--- src/rtl/stopwatch_dp_if.sv ---
// Control/display bundle for stopwatch_dp.
// Optional LAP_HOLD_EN adds the i_lap pulse.
interface stopwatch_dp_if;
    logic       i_run_stop;
    logic       i_clear;
`ifdef LAP_HOLD_EN
    logic       i_lap;
`endif
    logic [6:0] o_msec;
    logic [5:0] o_sec;
    logic [5:0] o_min;
    logic [4:0] o_hour;
    logic       o_running;
    logic       o_tick;

`ifdef LAP_HOLD_EN
    modport master (
        output i_run_stop, i_clear, i_lap,
        input  o_msec, o_sec, o_min, o_hour, o_running, o_tick
    );
    modport slave (
        input  i_run_stop, i_clear, i_lap,
        output o_msec, o_sec, o_min, o_hour, o_running, o_tick
    );
`else
    modport master (
        output i_run_stop, i_clear,
        input  o_msec, o_sec, o_min, o_hour, o_running, o_tick
    );
    modport slave (
        input  i_run_stop, i_clear,
        output o_msec, o_sec, o_min, o_hour, o_running, o_tick
    );
`endif
endinterface

--- src/rtl/stopwatch_dp.sv ---
// Stopwatch datapath: prescaler plus hh:mm:ss.cc counters under a STOP/RUN/CLEAR FSM.
// Define LAP_HOLD_EN to add the i_lap display-freeze feature.
module stopwatch_dp #(
    parameter int CLK_FREQ = 100_000_000,
    parameter int TICK_HZ  = 100
) (
    input  logic          clk,
    input  logic          reset,
    stopwatch_dp_if.slave bus
);
    localparam int DIV = CLK_FREQ / TICK_HZ;
    localparam int PW  = (DIV > 1) ? $clog2(DIV) : 1;

    typedef enum logic [1:0] {STOP, RUN, CLEAR} state_t;

    state_t          state_reg, state_next;
    logic [PW-1:0]   presc_reg, presc_next;
    logic [6:0]      msec_reg,  msec_next;
    logic [5:0]      sec_reg,   sec_next;
    logic [5:0]      min_reg,   min_next;
    logic [4:0]      hour_reg,  hour_next;
    logic            tick_reg;
    logic            wrap;
    logic            msec_carry, sec_carry, min_carry;

    always_ff @(posedge clk or negedge reset) begin
        if (!reset) begin
            state_reg <= STOP;
        end else begin
            state_reg <= state_next;
        end
    end

    always_comb begin
        state_next = state_reg;
        case (state_reg)
            STOP: begin
                if (bus.i_run_stop)   state_next = RUN;
                else if (bus.i_clear) state_next = CLEAR;
            end
            RUN: begin
                if (bus.i_run_stop)   state_next = STOP;
            end
            CLEAR:                    state_next = STOP;
            default:                  state_next = STOP;
        endcase
    end

    // Each field checks its own range first so a corrupted value snaps to 0 on the next tick.
    always_comb begin
        wrap       = (state_reg == RUN) && (presc_reg >= PW'(DIV - 1));
        presc_next = presc_reg;
        msec_next  = msec_reg;
        sec_next   = sec_reg;
        min_next   = min_reg;
        hour_next  = hour_reg;
        msec_carry = 1'b0;
        sec_carry  = 1'b0;
        min_carry  = 1'b0;

        if (state_reg == CLEAR) begin
            presc_next = '0;
            msec_next  = '0;
            sec_next   = '0;
            min_next   = '0;
            hour_next  = '0;
        end else if (state_reg == RUN) begin
            presc_next = wrap ? '0 : presc_reg + 1'b1;
        end

        if (wrap) begin
            msec_carry = (msec_reg == 7'd99);
            msec_next  = (msec_reg >= 7'd99) ? 7'd0 : msec_reg + 7'd1;

            if (sec_reg > 6'd59) begin
                sec_next = '0;
            end else if (msec_carry) begin
                sec_carry = (sec_reg == 6'd59);
                sec_next  = sec_carry ? 6'd0 : sec_reg + 6'd1;
            end

            if (min_reg > 6'd59) begin
                min_next = '0;
            end else if (sec_carry) begin
                min_carry = (min_reg == 6'd59);
                min_next  = min_carry ? 6'd0 : min_reg + 6'd1;
            end

            if (hour_reg > 5'd23) begin
                hour_next = '0;
            end else if (min_carry) begin
                hour_next = (hour_reg == 5'd23) ? 5'd0 : hour_reg + 5'd1;
            end
        end
    end

    always_ff @(posedge clk or negedge reset) begin
        if (!reset) begin
            presc_reg <= '0;
            msec_reg  <= '0;
            sec_reg   <= '0;
            min_reg   <= '0;
            hour_reg  <= '0;
            tick_reg  <= 1'b0;
        end else begin
            presc_reg <= presc_next;
            msec_reg  <= msec_next;
            sec_reg   <= sec_next;
            min_reg   <= min_next;
            hour_reg  <= hour_next;
            tick_reg  <= wrap;
        end
    end

    assign bus.o_running = (state_reg == RUN);
    assign bus.o_tick    = tick_reg;

`ifdef LAP_HOLD_EN
    logic       hold_reg, hold_next;
    logic [6:0] disp_msec_reg;
    logic [5:0] disp_sec_reg;
    logic [5:0] disp_min_reg;
    logic [4:0] disp_hour_reg;

    always_comb begin
        hold_next = hold_reg;
        if (state_reg == CLEAR)                  hold_next = 1'b0;
        else if (state_reg == RUN && bus.i_lap)  hold_next = ~hold_reg;
    end

    // Display registers keep the pre-edge value when hold is being set, which is the lap snapshot.
    always_ff @(posedge clk or negedge reset) begin
        if (!reset) begin
            hold_reg      <= 1'b0;
            disp_msec_reg <= '0;
            disp_sec_reg  <= '0;
            disp_min_reg  <= '0;
            disp_hour_reg <= '0;
        end else begin
            hold_reg <= hold_next;
            if (!hold_next) begin
                disp_msec_reg <= msec_next;
                disp_sec_reg  <= sec_next;
                disp_min_reg  <= min_next;
                disp_hour_reg <= hour_next;
            end
        end
    end

    assign bus.o_msec = disp_msec_reg;
    assign bus.o_sec  = disp_sec_reg;
    assign bus.o_min  = disp_min_reg;
    assign bus.o_hour = disp_hour_reg;
`else
    assign bus.o_msec = msec_reg;
    assign bus.o_sec  = sec_reg;
    assign bus.o_min  = min_reg;
    assign bus.o_hour = hour_reg;
`endif
endmodule
--- src/flat_wrapper.sv ---
// flat-port wrapper written by rule: the top's interface ports become plain ports
module stopwatch_dp_flat 
#(
    parameter int CLK_FREQ = 100_000_000,
    parameter int TICK_HZ  = 100
)
  (clk, reset, bus_i_run_stop, bus_i_clear, bus_o_msec, bus_o_sec, bus_o_min, bus_o_hour, bus_o_running, bus_o_tick);
  stopwatch_dp_if bus_i ();
  input  logic clk;
  input  logic reset;
  input wire logic [$bits(bus_i.i_run_stop)-1:0] bus_i_run_stop;
  input wire logic [$bits(bus_i.i_clear)-1:0] bus_i_clear;
  output wire logic [$bits(bus_i.o_msec)-1:0] bus_o_msec;
  output wire logic [$bits(bus_i.o_sec)-1:0] bus_o_sec;
  output wire logic [$bits(bus_i.o_min)-1:0] bus_o_min;
  output wire logic [$bits(bus_i.o_hour)-1:0] bus_o_hour;
  output wire logic [$bits(bus_i.o_running)-1:0] bus_o_running;
  output wire logic [$bits(bus_i.o_tick)-1:0] bus_o_tick;
  assign bus_i.i_run_stop = bus_i_run_stop;
  assign bus_i.i_clear = bus_i_clear;
  assign bus_o_msec = bus_i.o_msec;
  assign bus_o_sec = bus_i.o_sec;
  assign bus_o_min = bus_i.o_min;
  assign bus_o_hour = bus_i.o_hour;
  assign bus_o_running = bus_i.o_running;
  assign bus_o_tick = bus_i.o_tick;
  stopwatch_dp #(.CLK_FREQ(CLK_FREQ), .TICK_HZ(TICK_HZ)) u_core (.clk(clk), .reset(reset), .bus(bus_i));
endmodule
--- config.mk ---
export PLATFORM = sky130hd
export DESIGN_NAME = stopwatch_dp_flat
export DESIGN_NICKNAME = d
export VERILOG_FILES = /design/src/rtl/stopwatch_dp_if.sv /design/src/rtl/stopwatch_dp.sv /design/src/flat_wrapper.sv
export SDC_FILE = /design/constraint.sdc
export NUM_CORES = 1
export LEC_CHECK = 0
export ABC_AREA = 1
export BUFFER_PORTS_ARGS = -buffer_cell sky130_fd_sc_hd__buf_2
export CAP_MARGIN = 20
export CORE_AREA = 2 2 120 111
export CTS_CLUSTER_SIZE = 12
export DETAILED_ROUTE_END_ITERATION = 7
export DIE_AREA = 0 0 122 113
export PLACE_DENSITY = 0.49
export SETUP_SLACK_MARGIN = 0.2
export SYNTH_ARGS = -nofsm -noshare
export SYNTH_HDL_FRONTEND = slang
export SYNTH_SLANG_ARGS = --single-unit
--- constraint.sdc ---
create_clock -name clk -period 4.1 [get_ports clk]
set_input_delay 0.205 -clock clk [delete_from_list [all_inputs] [get_ports clk]]
set_output_delay 0.205 -clock clk [all_outputs]
set_load 0.01 [all_outputs]
==> load_flow_metrics.sql, run 1 <==
INSERT INTO impl_metrics (metric_group, metric, value, unit) VALUES
('status', 'result_of_the_run', 'finished clean', ''),
('clocking', 'tritoncts.num_buffers', '5', ''),
('power_and_ir_drop', 'power_report.internal_total', '839', 'uW'),
('yosys', 'yosysTopAreaCell', 'sky130_fd_sc_hd__dfrtp_1', ''),
('route', 'first_iter_violations', '180', ''),
('yosys', 'postSynthNetCount', '442', ''),
('grt', 'grt-ovfl-total', '0', ''),
('yosys', 'ys_async_sr_fraction', '1.00', ''),
('grt', 'grt_pass1_vias', '2593', ''),
('clocking', 'insertion_delay', '290', 'ps'),
('power_and_ir_drop', 'power.sequential.fraction', '0.409', ''),
('yosys', 'ys_top_cells_by_area', 'sky130_fd_sc_hd__dfrtp_1 (38%), sky130_fd_sc_hd__nand2_1 (15%), sky130_fd_sc_hd__nand3_1 (9.8%)', ''),
('timing', 'finClkSkew', '3.52', 'ps'),
('timing', 'worst_slew_margin_relative_to_its_limit', '0.591', ''),
('yosys', 'most_instantiated_library_cell_after_synthesis', 'sky130_fd_sc_hd__nand2_1', ''),
('worst_setup_path', 'r2r.worst_path.cells', '8', ''),
('floorplan', 'fp-row-count', '39', ''),
('clocking', 'clock_tree.root_cell', 'sky130_fd_sc_hd__clkbuf_16', ''),
('cells_and_area', 'multi_input_area', '1630', 'um^2'),
('timing', 'report.final.slew_viol_count', '0', ''),
('worst_setup_path', 'regToRegSetupSlack', '2090', 'ps'),
('cells_and_area', 'layout-drive-gt1-share', '0.133', ''),
('clocking', 'post_cts_buffers', '0', ''),
('yosys', 'synth.cell_area', '3070', 'um^2'),
('cells_and_area', 'num-fill-cells', '1364', ''),
('power_and_ir_drop', 'p_per_area', '361', 'nW/um^2'),
('yosys', 'synth-edff-count', '0', ''),
('cells_and_area', 'area.sequential', '1180', 'um^2'),
('timing', 'layout_min_cycle_time', '2010', 'ps'),
('timing', 'report.final.hold_viol_count', '0', ''),
('route', 'final_routed_wire_length_divided_by_cell_count', '11.3', 'um'),
('worst_setup_path', 'setup.worst_path.start', 'u_core.presc_reg[0]$_DFFE_PN0P_', ''),
('floorplan', 'die_height', '113', 'um'),
('clocking', 'cts_hold_buf', '0', ''),
('placed_design', 'routabilityCongestion', '0.827', ''),
('cells_and_area', 'largest_register_ff_count', '20', ''),
('route', 'antenna_violating_nets_post_route', '0', ''),
('route', 'route.detailed.drc', '0', ''),
('clocking', 'h-tree-depth', '2', ''),
('timing', 'timing.final.setup_violations', '0', ''),
('worst_setup_path', 'cp.required', '4300', 'ps'),
('floorplan', 'initial_core_util', '0.247', ''),
('yosys', 'leading_post_synthesis_cells_by_instance_count', 'sky130_fd_sc_hd__nand2_1 (119), sky130_fd_sc_hd__nand3_1 (60), sky130_fd_sc_hd__dfrtp_1 (47)', ''),
('grt', 'grt_max_degree', '48', ''),
('worst_setup_path', 'crit_path_end', 'u_core.bus.o_msec[5]$_DFFE_PN0P_', ''),
('placed_design', 'placement.io_buffers', '29', ''),
('worst_setup_path', 'path_class', 'reg -> reg', ''),
('worst_setup_path', 'crit_arrival', '2220', 'ps'),
('grt', 'grt_use_total', '0.108', ''),
('flow_run', 'max_cap_viol_count', '0', ''),
('yosys', 'synthesis.yosys.warnings', '0', ''),
('worst_setup_path', 'worstSetupStartpointType', 'flop', ''),
('yosys', 'synth.lib_cells_used.distinct', '32', ''),
('clocking', 'cts_buffer_depth', '2', ''),
('yosys', 'postSynthRegisterBits', '47', ''),
('placed_design', 'place_hpwl', '4900', 'um'),
('power_and_ir_drop', 'max-vdd-ir-drop', '0.000153', 'V'),
('route', 'drt_via_density', '4.45', ''),
('yosys', 'syn_inst', '430', ''),
('timing', 'max_clock_freq', '497', 'MHz'),
('floorplan', 'dieArea', '13800', 'um^2'),
('clocking', 'worst_setup_hold_path_clk_slew', '60', 'ps'),
('route', 'drt_pass1_iterations', '5', ''),
('cells_and_area', 'areaGrowthSynthToFinish', '14.6', '%'),
('cells_and_area', 'finished_layout_cells', '622', ''),
('route', 'routed-via-count', '2771', ''),
('clocking', 'numClockSinks', '47', ''),
('clocking', 'cts_resized', '0', ''),
('power_and_ir_drop', 'clock_power_share', '0.344', ''),
('grt', 'grt_pass1_wl', '12200', 'um'),
('grt', 'initial_antenna_violation_count', '0', '');
metal layers:
metal	track usage	part of all wire	up-vias
li1	-	-	1452
met1	0.146	0.49	1270
met2	0.169	0.45	42
met3	0.0237	0.044	7
met4	0.0368	0.016	0
met5	0	0	-
worst max-delay path, stage by stage, from the launching register on:
cell and delay [ps]:
sky130_fd_sc_hd__dfrtp_1 400, sky130_fd_sc_hd__ha_1 240, sky130_fd_sc_hd__nand3_1 110, sky130_fd_sc_hd__inv_1 70, sky130_fd_sc_hd__nand3_1 90, sky130_fd_sc_hd__nand3_2 80, sky130_fd_sc_hd__nand2_4 320, sky130_fd_sc_hd__nand2_2 360
sky130_fd_sc_hd__o21ai_0 240
through the flow:
step	cell area, um^2	setup WS (ps)	util	hold WS (ps)	power, mW
3_5_place_dp	3360	2030	0.270	357	0.846
5_1_grt	3520	1770	0.283	78.9	1.36
4_1_cts	3520	2050	0.283	49.4	1.29
3_3_place_gp	3360	2090	0.270	353	0.843
2_1_floorplan	3070	2520	-	-90.6	0.770
6_report	3520	2090	0.283	9.11	1.27
how the worst min path moves through the flow:
stage | startpoint | end | slack (ps)
2_1_floorplan | reset | u_core.bus.o_hour[0]$_DFF_PN0_ | -90
3_3_place_gp | reset | u_core.presc_reg[18]$_DFFE_PN0P_ | 350
3_5_place_dp | reset | u_core.presc_reg[18]$_DFFE_PN0P_ | 360
4_1_cts | reset | u_core.presc_reg[18]$_DFFE_PN0P_ | 50
5_1_grt | reset | u_core.state_reg[0]$_DFFE_PN0P_ | 80
6_report | reset | u_core.presc_reg[18]$_DFFE_PN0P_ | 9
cells by family after synthesis:
group | count (synthesis) | share of synthesized area
compound gates | 51 | 0.0901
xor+xnor | 17 | 0.0485
fa+ha+maj | 8 | 0.0326
buf+inv | 60 | 0.0872
flops | 47 | 0.383
simple gates | 247 | 0.359
area by class of cell:
type / instances / share of cell area
clock inverters: 1 / 0.00213
multi-input cells: 323 / 0.462
inverters: 48 / 0.0519
repair buffers: 32 / 0.0477
well taps: 164 / 0.0583
clock buffers: 7 / 0.0434
flip-flops and latches: 47 / 0.334
placed cells by master, fill, tap and decap left out, drive strengths merged, types with 8 or more instances in the layout:
cell	count
dfrtp	47
nor2	40
xor2	14
a21oi	27
o21ai	21
nand4	12
ha	8
nand3	62
nand2	122
buf	32
inv	46
power groups by stage:
stage          combinational [mW]  sequential, mW  clock [mW]
2_1_floorplan               0.247           0.523           0
3_3_place_gp                0.316           0.527           0
3_5_place_dp                0.317           0.529           0
4_1_cts                     0.321           0.520       0.451
5_1_grt                     0.359           0.525       0.472
6_report                    0.313           0.520       0.437
No activity file was read; power rests on OpenSTA's default activity.
==> inputs of run 2 (changes only) <==
- clock period: 4.1 -> 2.1 ns (I/O delays scaled with it)
==> run 2 against run 1 <==
Via count up 1.7%. Critical path depth decreased by 1. Largest power group unchanged. Clock-buffer cell count is 2 lower. Combinational power is 110% higher. First-iteration DRC count rose by 15%. Total power rose by 110%. Cell area up 2.5%. Flip-flop and latch count stayed put. Highest routed layer unchanged. Sequential power is 94% higher. Critical endpoint is now u_core.presc_reg[10]$_DFFE_PN0P_. Non-clock buffer count rose by 6. Setup slack lost 1700 ps. Clock skew rose by 3.6 ps.
==> load_flow_metrics.sql, run 2 (synthesis gave the netlist of run 1 again) <==
INSERT INTO impl_metrics (metric_group, metric, value, unit) VALUES
('worst_setup_path', 'cp_max_fo', '7', ''),
('timing', 'fin_tns_setup', '0', 'ps'),
('route', 'drt_via_density', '4.49', ''),
('worst_setup_path', 'critical_path_cell_count', '7', ''),
('worst_setup_path', 'crit_path_end', 'u_core.presc_reg[10]$_DFFE_PN0P_', ''),
('worst_setup_path', 'crit_arrival', '1940', 'ps'),
('route', 'first_iter_violations', '207', ''),
('power_and_ir_drop', 'clock_power_share', '0.354', ''),
('worst_setup_path', 'cp.required', '2310', 'ps'),
('power_and_ir_drop', 'power.sequential.fraction', '0.389', ''),
('cells_and_area', 'largest_register_ff_count', '20', ''),
('route', 'final_routed_wire_length_divided_by_cell_count', '11.4', 'um'),
('clocking', 'worst_setup_hold_path_clk_slew', '70', 'ps'),
('power_and_ir_drop', 'p_per_area', '723', 'nW/um^2'),
('worst_setup_path', 'regToRegSetupSlack', '370', 'ps'),
('floorplan', 'initial_core_util', '0.247', ''),
('cells_and_area', 'fin_nets', '475', ''),
('cells_and_area', 'multi_input_area', '1640', 'um^2'),
('timing', 'max_clock_freq', '578', 'MHz'),
('timing', 'report.final.hold_viol_count', '0', ''),
('power_and_ir_drop', 'design_power_total', '2.61', 'mW'),
('clocking', 'tritoncts.num_buffers', '5', ''),
('timing', 'finClkSkew', '7.15', 'ps'),
('grt', 'grt-ovfl-total', '0', ''),
('grt', 'globalRouteMet3Util', '0.0192', ''),
('floorplan', 'dieArea', '13800', 'um^2'),
('placed_design', 'placement.io_buffers', '29', ''),
('timing', 'rsz_0062_raised_after_global_routing', 'no', ''),
('timing', 'report.final.slew_viol_count', '0', ''),
('grt', 'busiest_grt_layer', 'met2', ''),
('grt', 'grt_pass1_wl', '12500', 'um'),
('timing', 'final_period_utilization', '0.824', ''),
('worst_setup_path', 'worstSetupStartpointType', 'flop', ''),
('status', 'result_of_the_run', 'finished clean', ''),
('timing', 'timing.final.setup_violations', '0', ''),
('timing', 'worst_pin_slew', '606', 'ps'),
('route', 'finalWirelength', '7190', 'um'),
('cells_and_area', 'final_common_cell', 'sky130_fd_sc_hd__nand2_1', ''),
('placed_design', 'place_hpwl', '5260', 'um'),
('floorplan', 'placeableCoreArea', '12400', 'um^2'),
('grt', 'initial_antenna_violation_count', '0', ''),
('worst_hold_path', 'holdCritStartpoint', 'bus_i_run_stop', ''),
('worst_setup_path', 'worstPathBufferInverterCount', '2', ''),
('timing', 'layout_min_cycle_time', '1730', 'ps'),
('worst_setup_path', 'timing.critical_path.slowest_cell_delay', '350', 'ps'),
('clocking', 'insertion_delay', '290', 'ps'),
('worst_setup_path', 'crit-reg2reg-capture', 'u_core.presc_reg[10]$_DFFE_PN0P_', ''),
('clocking', 'clock_tree.root_cell', 'sky130_fd_sc_hd__clkbuf_16', ''),
('worst_setup_path', 'setup.worst_path.start', 'u_core.state_reg[0]$_DFFE_PN0P_', ''),
('worst_hold_path', 'worst_hold_path_type', 'in -> reg', ''),
('clocking', 'numClockSinks', '47', ''),
('power_and_ir_drop', 'max-vdd-ir-drop', '0.000384', 'V'),
('clocking', 'h-tree-depth', '2', ''),
('power_and_ir_drop', 'netSwitchingFraction', '0.335', ''),
('power_and_ir_drop', 'power.combinational.fraction', '0.256', ''),
('placed_design', 'routabilityCongestion', '0.812', ''),
('worst_setup_path', 'path_class', 'reg -> reg', ''),
('grt', 'gr-usage-met2', '0.174', ''),
('cells_and_area', 'layout_common_cells', 'sky130_fd_sc_hd__nand2_1 (119), sky130_fd_sc_hd__nand3_1 (60), sky130_fd_sc_hd__dfrtp_1 (47), sky130_fd_sc_hd__inv_1 (43), sky130_fd_sc_hd__nor2_1 (37)', ''),
('flow_run', 'max_cap_viol_count', '0', ''),
('power_and_ir_drop', 'power_report.internal_total', '1.73', 'mW'),
('grt', 'grt_pass1_vias', '2636', ''),
('worst_setup_path', 'timing.critical_path.mode_cell', 'sky130_fd_sc_hd__inv_1', ''),
('cells_and_area', 'areaGrowthSynthToFinish', '17.4', '%'),
('worst_setup_path', 'critical-path-slowest-cell', 'sky130_fd_sc_hd__dfrtp_1', ''),
('floorplan', 'die-width', '122', 'um'),
('floorplan', 'fp-row-count', '39', ''),
('clocking', 'cts_buffer_depth', '2', ''),
('cells_and_area', 'num_antenna_cells', '0', ''),
('grt', 'grt_use_total', '0.109', ''),
('cells_and_area', 'layout.core_utilization', '0.290', ''),
('worst_setup_path', 'timing.critical_path.max_delay_family', 'simple AND/OR/NAND/NOR gates', ''),
('route', 'routed-via-count', '2819', ''),
('route', 'drt_pass1_iterations', '4', ''),
('route', 'antenna_violating_nets_post_route', '0', ''),
('route', 'route.detailed.drc', '0', ''),
('timing', 'worst_slew_margin_relative_to_its_limit', '0.591', ''),
('cells_and_area', 'area.sequential', '1180', 'um^2'),
('cells_and_area', 'layout-drive-gt1-share', '0.142', ''),
('floorplan', 'die_height', '113', 'um'),
('clocking', 'post_cts_buffers', '0', ''),
('power_and_ir_drop', 'power.static_leakage', '1.75', 'nW'),
('clocking', 'cts_tree', 'done', ''),
('power_and_ir_drop', 'p_sw', '873', 'uW'),
('cells_and_area', 'num-fill-cells', '1355', ''),
('worst_setup_path', 'r2r.worst_path.cells', '7', ''),
('grt', 'grt_max_degree', '26', ''),
('worst_setup_path', 'timing.critical_path.cells', 'inv_1, ha_1, inv_1, nor3_2, nand4_1, xor2_1, a21oi_1', ''),
('worst_setup_path', 'r2r-start', 'u_core.state_reg[0]$_DFFE_PN0P_', ''),
('grt', 'grt.met1_usage', '0.152', ''),
('worst_setup_path', 'worst_setup_path_end_kind', 'flop', ''),
('floorplan', 'io_pins', '30', '');
[run 2: through the flow]
step	setup WS, ps	std cells	hold WS [ps]	area, um^2
floorplan	523	430	-191	3070
global placement	255	619	152	3410
detailed placement	220	619	150	3410
global route	213	628	152	3600
finish	369	628	122	3600
CTS	246	628	121	3590
[run 2: what timing repair did]
| item | in CTS | in global routing |
|---|---|---|
| setup endpoints to repair | 1 | 12 |
| endpoints found under the hold margin | 24 | 0 |
| gates resized for setup | 1 | 2 |
| hold buffers | 1 | 0 |
[run 2: cell type report]
type                       count  area share
multi-input combinational    323       0.455
tap                          164      0.0569
clock inverter                 3      0.0128
inverter                      48      0.0510
clock buffer                   5      0.0347
sequential                    47       0.326
timing repair buffer          38      0.0632
[run 2: power by group through the flow]
stage / clock, mW / sequential, mW / combinational, mW
after CTS: 0.955 / 1.01 / 0.677
final: 0.924 / 1.01 / 0.667
after global placement: 0 / 1.03 / 0.658
after global routing: 0.993 / 1.03 / 0.747
after floorplan: 0 / 1.02 / 0.482
after detailed placement: 0 / 1.03 / 0.668
[run 2: how the worst min path moves through the flow]
stage                                            end  slack (ps)  cells past startpoint
finish               u_core.state_reg[0]$_DFFE_PN0P_         120                      3
global route         u_core.state_reg[0]$_DFFE_PN0P_         150                      3
CTS                  u_core.state_reg[0]$_DFFE_PN0P_         120                      3
detailed placement   u_core.presc_reg[2]$_DFFE_PN0P_         150                      1
global placement    u_core.presc_reg[16]$_DFFE_PN0P_         150                      1
floorplan             u_core.bus.o_hour[0]$_DFF_PN0_        -190                      0
[run 2: layer usage]
layer / routed length [um] / vias up
li1: - / 1467
met1: 3560 / 1309
met2: 3320 / 41
met3: 253 / 2
met4: 55 / 0
met5: 0 / -
[run 2: tightest hold or removal path, delay by kind of cell]
kind	cells	cell delay (ps)
AO/OA/AOI/OAI	1	80
buffers and inverters	2	170
